## src/rtl/magic_device_pkg.sv

```systemverilog
`default_nettype none
// ============================================================================
// Module      : magic_device_pkg
// Description : Shared widths, FSM state encoding and response-entry layout
//               for the magic device burst requester.
// Revision    : 1.0 - initial release
// ============================================================================
package magic_device_pkg;

  localparam int SELECT_W = 12;
  localparam int DATA_W   = 64;
  localparam int LEN_W    = 8;

  // Two-state requester FSM, explicit 1-bit encoding
  typedef enum logic [0:0] {
    IDLE  = 1'b0,
    ISSUE = 1'b1
  } state_e;

  // One buffered response beat
  typedef struct packed {
    logic [DATA_W-1:0] data;
    logic              last;
    logic              err;
  } resp_entry_t;

endpackage
`default_nettype wire

```

## src/rtl/magic_resp_fifo.sv

```systemverilog
`default_nettype none
// ============================================================================
// Module      : magic_resp_fifo
// Description : Synchronous response FIFO, generic in depth and entry type.
//               Head reads as all-zero while empty so downstream outputs are
//               clean without resetting the storage array.
// Revision    : 1.0 - initial release
// ============================================================================
module magic_resp_fifo #(
  parameter int  DEPTH   = 4,
  parameter type entry_t = logic [7:0]
) (
  input  logic   clock,
  input  logic   reset,
  input  logic   push,
  input  entry_t push_entry,
  input  logic   pop,
  output entry_t head,
  output logic   full,
  output logic   empty
);

  localparam int         AW      = (DEPTH < 2) ? 1 : $clog2(DEPTH);
  localparam logic [AW:0] PTR_ONE = {{AW{1'b0}}, 1'b1};

  // Pointers carry one extra wrap bit to tell full from empty
  logic [AW:0] wr_ptr;
  logic [AW:0] rd_ptr;
  entry_t      mem [DEPTH];

  assign empty = (wr_ptr == rd_ptr);
  assign full  = (wr_ptr[AW] != rd_ptr[AW]) && (wr_ptr[AW-1:0] == rd_ptr[AW-1:0]);
  assign head  = empty ? '0 : mem[rd_ptr[AW-1:0]];

  // Pointer advance on guarded push/pop
  always_ff @(posedge clock or negedge reset) begin
    if (!reset) begin
      wr_ptr <= '0;
      rd_ptr <= '0;
    end else begin
      if (push && !full) wr_ptr <= wr_ptr + PTR_ONE;
      if (pop && !empty) rd_ptr <= rd_ptr + PTR_ONE;
    end
  end

  // Storage write; contents are don't-care until the pointers cover them
  always_ff @(posedge clock) begin
    if (push && !full) mem[wr_ptr[AW-1:0]] <= push_entry;
  end

endmodule
`default_nettype wire

```

## src/rtl/magic_device_requester.sv

```systemverilog
`default_nettype none
// ============================================================================
// Module      : magic_device_requester
// Description : Accepts a burst request, issues one device read per word
//               (one beat outstanding at a time), buffers the returned data
//               in a response FIFO and aborts a beat that stalls too long.
// Revision    : 1.0 - initial release
// ============================================================================
module magic_device_requester
  import magic_device_pkg::*;
#(
  parameter int FIFO_DEPTH = 4,
  parameter int TIMEOUT    = 255
) (
  input  logic                clock,
  input  logic                reset,
  input  logic                req_valid,
  output logic                req_ready,
  input  logic [SELECT_W-1:0] req_select,
  input  logic [LEN_W-1:0]    req_len,
  output logic [SELECT_W-1:0] read_select,
  output logic                read_ready,
  input  logic                read_valid,
  input  logic [DATA_W-1:0]   read_data,
  output logic                resp_valid,
  input  logic                resp_ready,
  output logic [DATA_W-1:0]   resp_data,
  output logic                resp_last,
  output logic                resp_err,
  output logic                busy
);

  localparam int                 CNT_W     = (TIMEOUT < 1) ? 1 : $clog2(TIMEOUT + 1);
  localparam logic [CNT_W-1:0]   TIMEOUT_C = CNT_W'(TIMEOUT);
  localparam logic [CNT_W-1:0]   CNT_ONE   = {{(CNT_W-1){1'b0}}, 1'b1};
  localparam logic [SELECT_W-1:0] SEL_ONE  = {{(SELECT_W-1){1'b0}}, 1'b1};
  localparam logic [LEN_W-1:0]   LEN_ONE   = {{(LEN_W-1){1'b0}}, 1'b1};

  state_e              state;
  logic [SELECT_W-1:0] addr;
  logic [LEN_W-1:0]    remaining;
  logic [CNT_W-1:0]    stall_cnt;

  logic        fifo_full;
  logic        fifo_empty;
  logic        beat_done;
  logic        timeout_hit;
  logic        push;
  resp_entry_t push_entry;
  resp_entry_t head;

  assign busy        = (state == ISSUE);
  assign req_ready   = (state == IDLE);
  assign read_ready  = busy && !fifo_full;
  // Select is parked at zero when idle so no stale address is presented
  assign read_select = busy ? addr : '0;

  // A beat completing on the timeout cycle wins over the abort
  assign beat_done   = read_ready && read_valid;
  assign timeout_hit = read_ready && !read_valid && (stall_cnt == TIMEOUT_C);
  assign push        = beat_done || timeout_hit;

  // Build the FIFO entry: device data for a real beat, zero/err for an abort
  always_comb begin
    push_entry = '0;
    if (beat_done) begin
      push_entry.data = read_data;
      push_entry.last = (remaining == '0);
      push_entry.err  = 1'b0;
    end else if (timeout_hit) begin
      push_entry.data = '0;
      push_entry.last = 1'b1;
      push_entry.err  = 1'b1;
    end
  end

  // Burst FSM, address/length tracking and stall counting
  always_ff @(posedge clock or negedge reset) begin
    if (!reset) begin
      state     <= IDLE;
      addr      <= '0;
      remaining <= '0;
      stall_cnt <= '0;
    end else begin
      case (state)
        IDLE: begin
          if (req_valid) begin
            addr      <= req_select;
            remaining <= req_len;
            stall_cnt <= '0;
            state     <= ISSUE;
          end
        end
        ISSUE: begin
          if (beat_done) begin
            addr      <= addr + SEL_ONE;
            remaining <= remaining - LEN_ONE;
            stall_cnt <= '0;
            if (remaining == '0) state <= IDLE;
          end else if (timeout_hit) begin
            stall_cnt <= '0;
            state     <= IDLE;
          end else if (read_ready) begin
            stall_cnt <= stall_cnt + CNT_ONE;
          end
        end
        default: state <= IDLE;
      endcase
    end
  end

  magic_resp_fifo #(
    .DEPTH   (FIFO_DEPTH),
    .entry_t (resp_entry_t)
  ) u_resp_fifo (
    .clock      (clock),
    .reset      (reset),
    .push       (push),
    .push_entry (push_entry),
    .pop        (resp_valid && resp_ready),
    .head       (head),
    .full       (fifo_full),
    .empty      (fifo_empty)
  );

  assign resp_valid = !fifo_empty;
  assign resp_data  = head.data;
  assign resp_last  = head.last;
  assign resp_err   = head.err;

endmodule
`default_nettype wire

```

## config.mk

```make
export PLATFORM = sky130hd
export DESIGN_NAME = magic_device_requester
export DESIGN_NICKNAME = d
export VERILOG_FILES = /design/src/rtl/magic_device_pkg.sv /design/src/rtl/magic_resp_fifo.sv /design/src/rtl/magic_device_requester.sv
export SDC_FILE = /design/constraint.sdc
export NUM_CORES = 1
export LEC_CHECK = 0
export BUFFER_PORTS_ARGS = -buffer_cell sky130_fd_sc_hd__buf_2
export CAP_MARGIN = 30
export CORE_ASPECT_RATIO = 0.9
export CORE_MARGIN = 8
export CORE_UTILIZATION = 58
export CTS_CLUSTER_DIAMETER = 60
export DETAILED_ROUTE_END_ITERATION = 8
export PLACE_DENSITY = 0.8
export SLEW_MARGIN = 0
export SYNTH_ARGS = -nofsm -noshare
export SYNTH_HDL_FRONTEND = slang
export SYNTH_SLANG_ARGS = --single-unit
```

## constraint.sdc

```tcl
create_clock -name clock -period 4.9 [get_ports clock]
set_clock_uncertainty 0.05 [all_clocks]
set_input_delay 0.98 -clock clock [delete_from_list [all_inputs] [get_ports clock]]
set_output_delay 0.98 -clock clock [all_outputs]
set_load 0.05 [all_outputs]
```

# == Word-level counts from Yosys, hierarchy flattened ==
# Memory sizes are Yosys's and may differ from the RTL's.
# Index checks and enable logic that the tools add are counted.
# op_classes
n_addsub,5
n_eq_ne,7
mux,22
bitwise,1
n_reduce_logical,15
# op_table
operator,n
$mux 66,2
$mux 8,6
$mux 12,3
$pmux 8 s2,2
$pmux 12 s2,1
$add 12x1->12 const B,1
$add 8x1->8 const B,1
$eq 8x8->1 const B,1
$logic_and 1x1->1,8
$logic_not 8->1,1
$sub 8x1->8 const B,1
$add 3x1->3 const B,2
$mux 1,6
$ne 4x2->1 const B,1
$reduce_and 2->1,2
$eq 3x3->1,1
$logic_not 1->1,3
$eq 2x2->1,1
$mux 2,1
$ne 2x1->1 const B,1
$ne 2x2->1 const B,1
$pmux 1 s2,1
$logic_or 1x1->1,1
$ne 1x1->1,1
$not 1->1,1
# word_totals
reg_bits,35
mem_bits_rw,264
in_bits,89
output_inout_bits,82
elab_cells,57
mem_count,1
# mem_list
memory,depth,word_bits,rd,rd_ports_with_merged_regs,write_ports,line_no,source
u_resp_fifo.mem,4,66,1,0,1,magic_resp_fifo.sv:29,entry_t mem [DEPTH];

# == Depth between registers and ports, before layout ==
# depth
word_depth,10
depth_mapped,6

# == Hierarchy ==
# From an unflattened synthesis, not the netlist that was laid out.
# hier_totals
hier_cells,752
area_unflattened_um2,12728.5
# by_module_without_submodules
module,n_inst,cells_each,area_each_um2
magic_resp_fifo,1,464,10442.5
magic_device_requester,1,288,2285.9

# == Least setup slack after synthesis ==
# OpenSTA, ideal clock, no wires.
# synth_path
kind,input port to flip-flop
start,in read_valid
end,mem u_resp_fifo.mem[3][0] in the netlist's numbering (enable)
setup_time_ps,481
t_arrival_ps,3787
setup_slack_ps,583
path_stages,2
n_path_buf,0
path_cell_list,a21oi_1 nor3b_2
# synth_via
elab_chain_len,7
word_cells_on_any_way,8
cone_classes,2 x mux; 6 x reduce/logical
# synth_rtl
item,line_no,source
"start, declared",magic_device_requester.sv:23,"input logic read_valid,"
$logic_not 1->1,magic_device_requester.sv:60,assign timeout_hit = read_ready && !read_valid && (stall_cnt == TIMEOUT_C);
$logic_and 1x1->1 (2 in series),magic_device_requester.sv:60,
$logic_or 1x1->1 (*),magic_device_requester.sv:61,assign push = beat_done || timeout_hit;
$logic_and 1x1->1 (*),magic_resp_fifo.sv:48,if (push && !full) mem[wr_ptr[AW-1:0]] <= push_entry;
$mux 1 (*),magic_resp_fifo.sv:48,
$mux 1 (implied by the code) (*),magic_resp_fifo.sv:48,
"end, declared",magic_resp_fifo.sv:29,
# Mark *: on every way between the ends. The rest lies on a longest branch, timed or not.

# == Worst setup path in the final report ==
# layout_path
start,reg u_resp_fifo.rd_ptr[0]
end,out resp_data[40]
# layout_via
elab_chain_len,2
word_cells_on_any_way,3
cone_classes,1 x eq/ne; 1 x mux; 1 x memory
# layout_rtl
item,line_no,source
"start, declared",magic_resp_fifo.sv:28,logic [AW:0] rd_ptr;
"start signal, assigned",magic_resp_fifo.sv:42,if (pop && !empty) rd_ptr <= rd_ptr + PTR_ONE;
$mem_v2 4x66 or $eq 3x3->1 (tied branches),-,
$mux 66 (*),magic_resp_fifo.sv:33,assign head = empty ? '0 : mem[rd_ptr[AW-1:0]];
"end, declared",magic_device_requester.sv:27,"output logic [DATA_W-1:0] resp_data,"
# Marks and branches as above.

==> metrics <==
Post-CTS Hold Buffers=0; DRT antenna net count=0; FF-to-FF path depth=6; # fillers=approximately 1.5k; Peak Freq=about 240 MHz; reg-to-reg slack, setup=1680 ps; layout cell share with drive strength beyond 1=32.73%; depth of the CTS H-tree=1; startpoint types=flip-flop; worst skew pair latency=~530 ps; grt total ovfl=0; Worst Hold Path EP=addr[11]$_DFFE_PN0P_; hpwl dp=~16 mm; Seq/Total Area, Yosys=between 60% and 70%; Ys Warns=0; fin crit share=approximately 84%; largest net degree at the start of global routing=70; crit path kind=flip-flop to primary output; Reg area=roughly 8800 um^2; Final Slew Violations=0; Vias=around 7.2k; Worst slew margin=between 40% and 50%; Die ar.=26900 um^2; RSZ-0062 raised after global routing=no; GR Util All Layers=between 10% and 20%; initial antenna violation count=0; PortBufs=170; Num CTS Buffers=31; vias in the first global route=about 7.5k; commonest non-fill, non-tap cells in the layout=edfxtp_1 (264), buf_2 (170), and2_1 (144); Vias/cell=around 5.8; global-route wire length before repair=~40 mm; post-synthesis async set-or-reset flop share=a little under an eighth; WL/cell=between 20 and 25 um; Post-CTS Setup Bufs=0; Hold Vio Cnt, Final=0; hold path depth=1; root buffer cell=clkbuf_16; P&R area growth vs syn=17.59%; CTS sink count=roughly 300; EDFF count, synth=approximately 260; worst path required time=approximately 3900 ps; Final nets=approximately 1k; most common cell after layout, fill and taps aside=edfxtp_1; Ant. Diodes=0; Seq cells post-synth=299; syn avg cell area=approximately 17 um^2; Longest Clk Path Bufs=3; worst r2r src=u_resp_fifo.rd_ptr[0]$_DFFE_PN0P_; Crit Path Max Fanout=45; Max Cap Viol=0; Rows=approximately 50; crit end category=primary output; Hold Crit Class=flip-flop to flip-flop; Worst-path clk slew=roughly 60 ps; Synth Net Count=between 800 and 900; hold path start=addr[11]$_DFFE_PN0P_; area taken by multi-input logic gates=approximately 3700 um^2; post-CTS resize count=0; Pre-antenna DRT Iters=5; synthesized cell area=approximately 13000 um^2; placer congestion estimate=roughly 0.85; Initial Util=58.90%; final wirelength=approximately 26 mm; final critical-path required period=between 4000 and 5000 ps; final setup vio count=0; Critical Path AT=approximately 3100 ps; Ports=approximately 170; run status=complete, no violations; TritonCTS clock tree=done; DRC=0; Setup TNS Final=0 ps; Worst R2R End=u_resp_fifo.mem[2][38]$_DFFE_PP_; Worst-Margin Slew=around 890 ps; Syn Inst Count=between 700 and 800; core area=roughly 22000 um^2; Die W=~170 um; top_reg_cell synth=edfxtp_1; Iter 0 DRT Violations=587; chip height=156.4 um; synth unique cells=59
## worst max-delay path by stage
| stage | slack [ps] | to | startpoint | depth (start not counted) |
|---|---|---|---|---|
| detailed placement | 1300 | resp_data[40] | u_resp_fifo.rd_ptr[0]$_DFFE_PN0P_ | 5 |
| global route | 500 | resp_data[37] | u_resp_fifo.rd_ptr[0]$_DFFE_PN0P_ | 5 |
| global placement | 1390 | resp_data[33] | u_resp_fifo.rd_ptr[0]$_DFFE_PN0P_ | 5 |
| CTS | 710 | resp_data[40] | u_resp_fifo.rd_ptr[0]$_DFFE_PN0P_ | 5 |
| finish | 800 | resp_data[40] | u_resp_fifo.rd_ptr[0]$_DFFE_PN0P_ | 5 |
| floorplan | 580 | u_resp_fifo.mem[3][0]$_DFFE_PP_ | read_valid | 2 |
## per-stage QoR
step	cells	hold slack, ps	cell area, um^2	setup slack (ps)	util, %
floorplan	747	393.6	12700	582.5	-
global placement	1177	411.2	13830	1394	64.13
detailed placement	1178	415.7	13850	1299	64.22
CTS	1232	431.1	14860	706.1	68.91
global route	1235	449.2	14940	504.1	69.26
finish	1235	431.9	14940	797.8	69.26
## final cells by class
class | count | share of cell area (%)
flip-flops and latches | 299 | 58.98
multi-input cells | 395 | 24.65
repair buffers | 185 | 6.885
clock buffers | 36 | 5.319
well taps | 291 | 2.437
clock inverters | 18 | 1.449
inverters | 11 | 0.2764
## Yosys cell counts (2+ instances only)
cell | n | area, um^2
nor2b_1 | 6 | 37.54
xnor2_1 | 7 | 61.31
a2bb2oi_1 | 2 | 17.52
nor3_1 | 12 | 60.06
nor2_2 | 2 | 12.51
o31ai_1 | 2 | 15.01
o22a_1 | 5 | 43.79
nand2b_1 | 2 | 12.51
nand4_1 | 3 | 18.77
a21boi_0 | 3 | 22.52
and4_1 | 5 | 43.79
a211o_1 | 2 | 17.52
nor2_1 | 15 | 56.30
clkbuf_2 | 3 | 15.01
clkbuf_1 | 23 | 86.33
dfrtp_1 | 35 | 875.8
inv_1 | 10 | 37.54
mux4_2 | 66 | 1486
a21oi_1 | 4 | 20.02
o32ai_1 | 4 | 35.03
nor3_2 | 3 | 30.03
and3_1 | 3 | 18.77
o21ai_0 | 6 | 30.03
a31oi_1 | 3 | 18.77
nor4_1 | 4 | 25.02
and2_1 | 147 | 919.6
edfxtp_1 | 264 | 7928
mux2i_1 | 7 | 70.07
nor3b_1 | 2 | 15.01
buf_2 | 12 | 60.06
or4_1 | 5 | 37.54
buf_6 | 2 | 22.52
o21ai_1 | 2 | 10.01
o22ai_1 | 8 | 50.05
ha_1 | 8 | 100.1
xor2_1 | 4 | 35.03
nand2_1 | 13 | 48.80
nand3_1 | 21 | 105.1
o2bb2ai_1 | 2 | 17.52
## state kept, by name, indices dropped and copies added, names as in the netlist
signal / cells
u_resp_fifo.mem: 264
addr: 12
remaining: 8
stall_cnt: 8
u_resp_fifo.rd_ptr: 3
u_resp_fifo.wr_ptr: 3
busy: 1
## critical path, stage by stage (launching register included)
cell and delay [ps]:
dfrtp_4 600, xnor2_1 340, nand3_2 730, buf_4 490, and2_1 160, buf_2 210
## layer usage
metal / track usage [%] / wire length, um / up-vias
li1: - / - / 3252
met2: 31.90 / 12790 / 232
met3: 3.450 / 1622 / 32
met5: 0 / 0 / -
met4: 3.692 / 329 / 0
met1: 25.65 / 10850 / 3640
## kinds of logic (layout without fill, tap and decap cells)
group | after synthesis | in the layout | synth area share (%)
mux | 75 | 75 | 12.43
simple gates | 246 | 246 | 11.58
flops | 299 | 299 | 69.30
xor+xnor | 11 | 11 | 0.7584
compound gates | 55 | 55 | 3.280
buf+inv | 53 | 250 | 1.861
fa+ha+maj | 8 | 8 | 0.7880
Power is left out: the tool's default activity adds up to more than one toggle a clock period on the data nets, which glitch-free logic cannot reach.
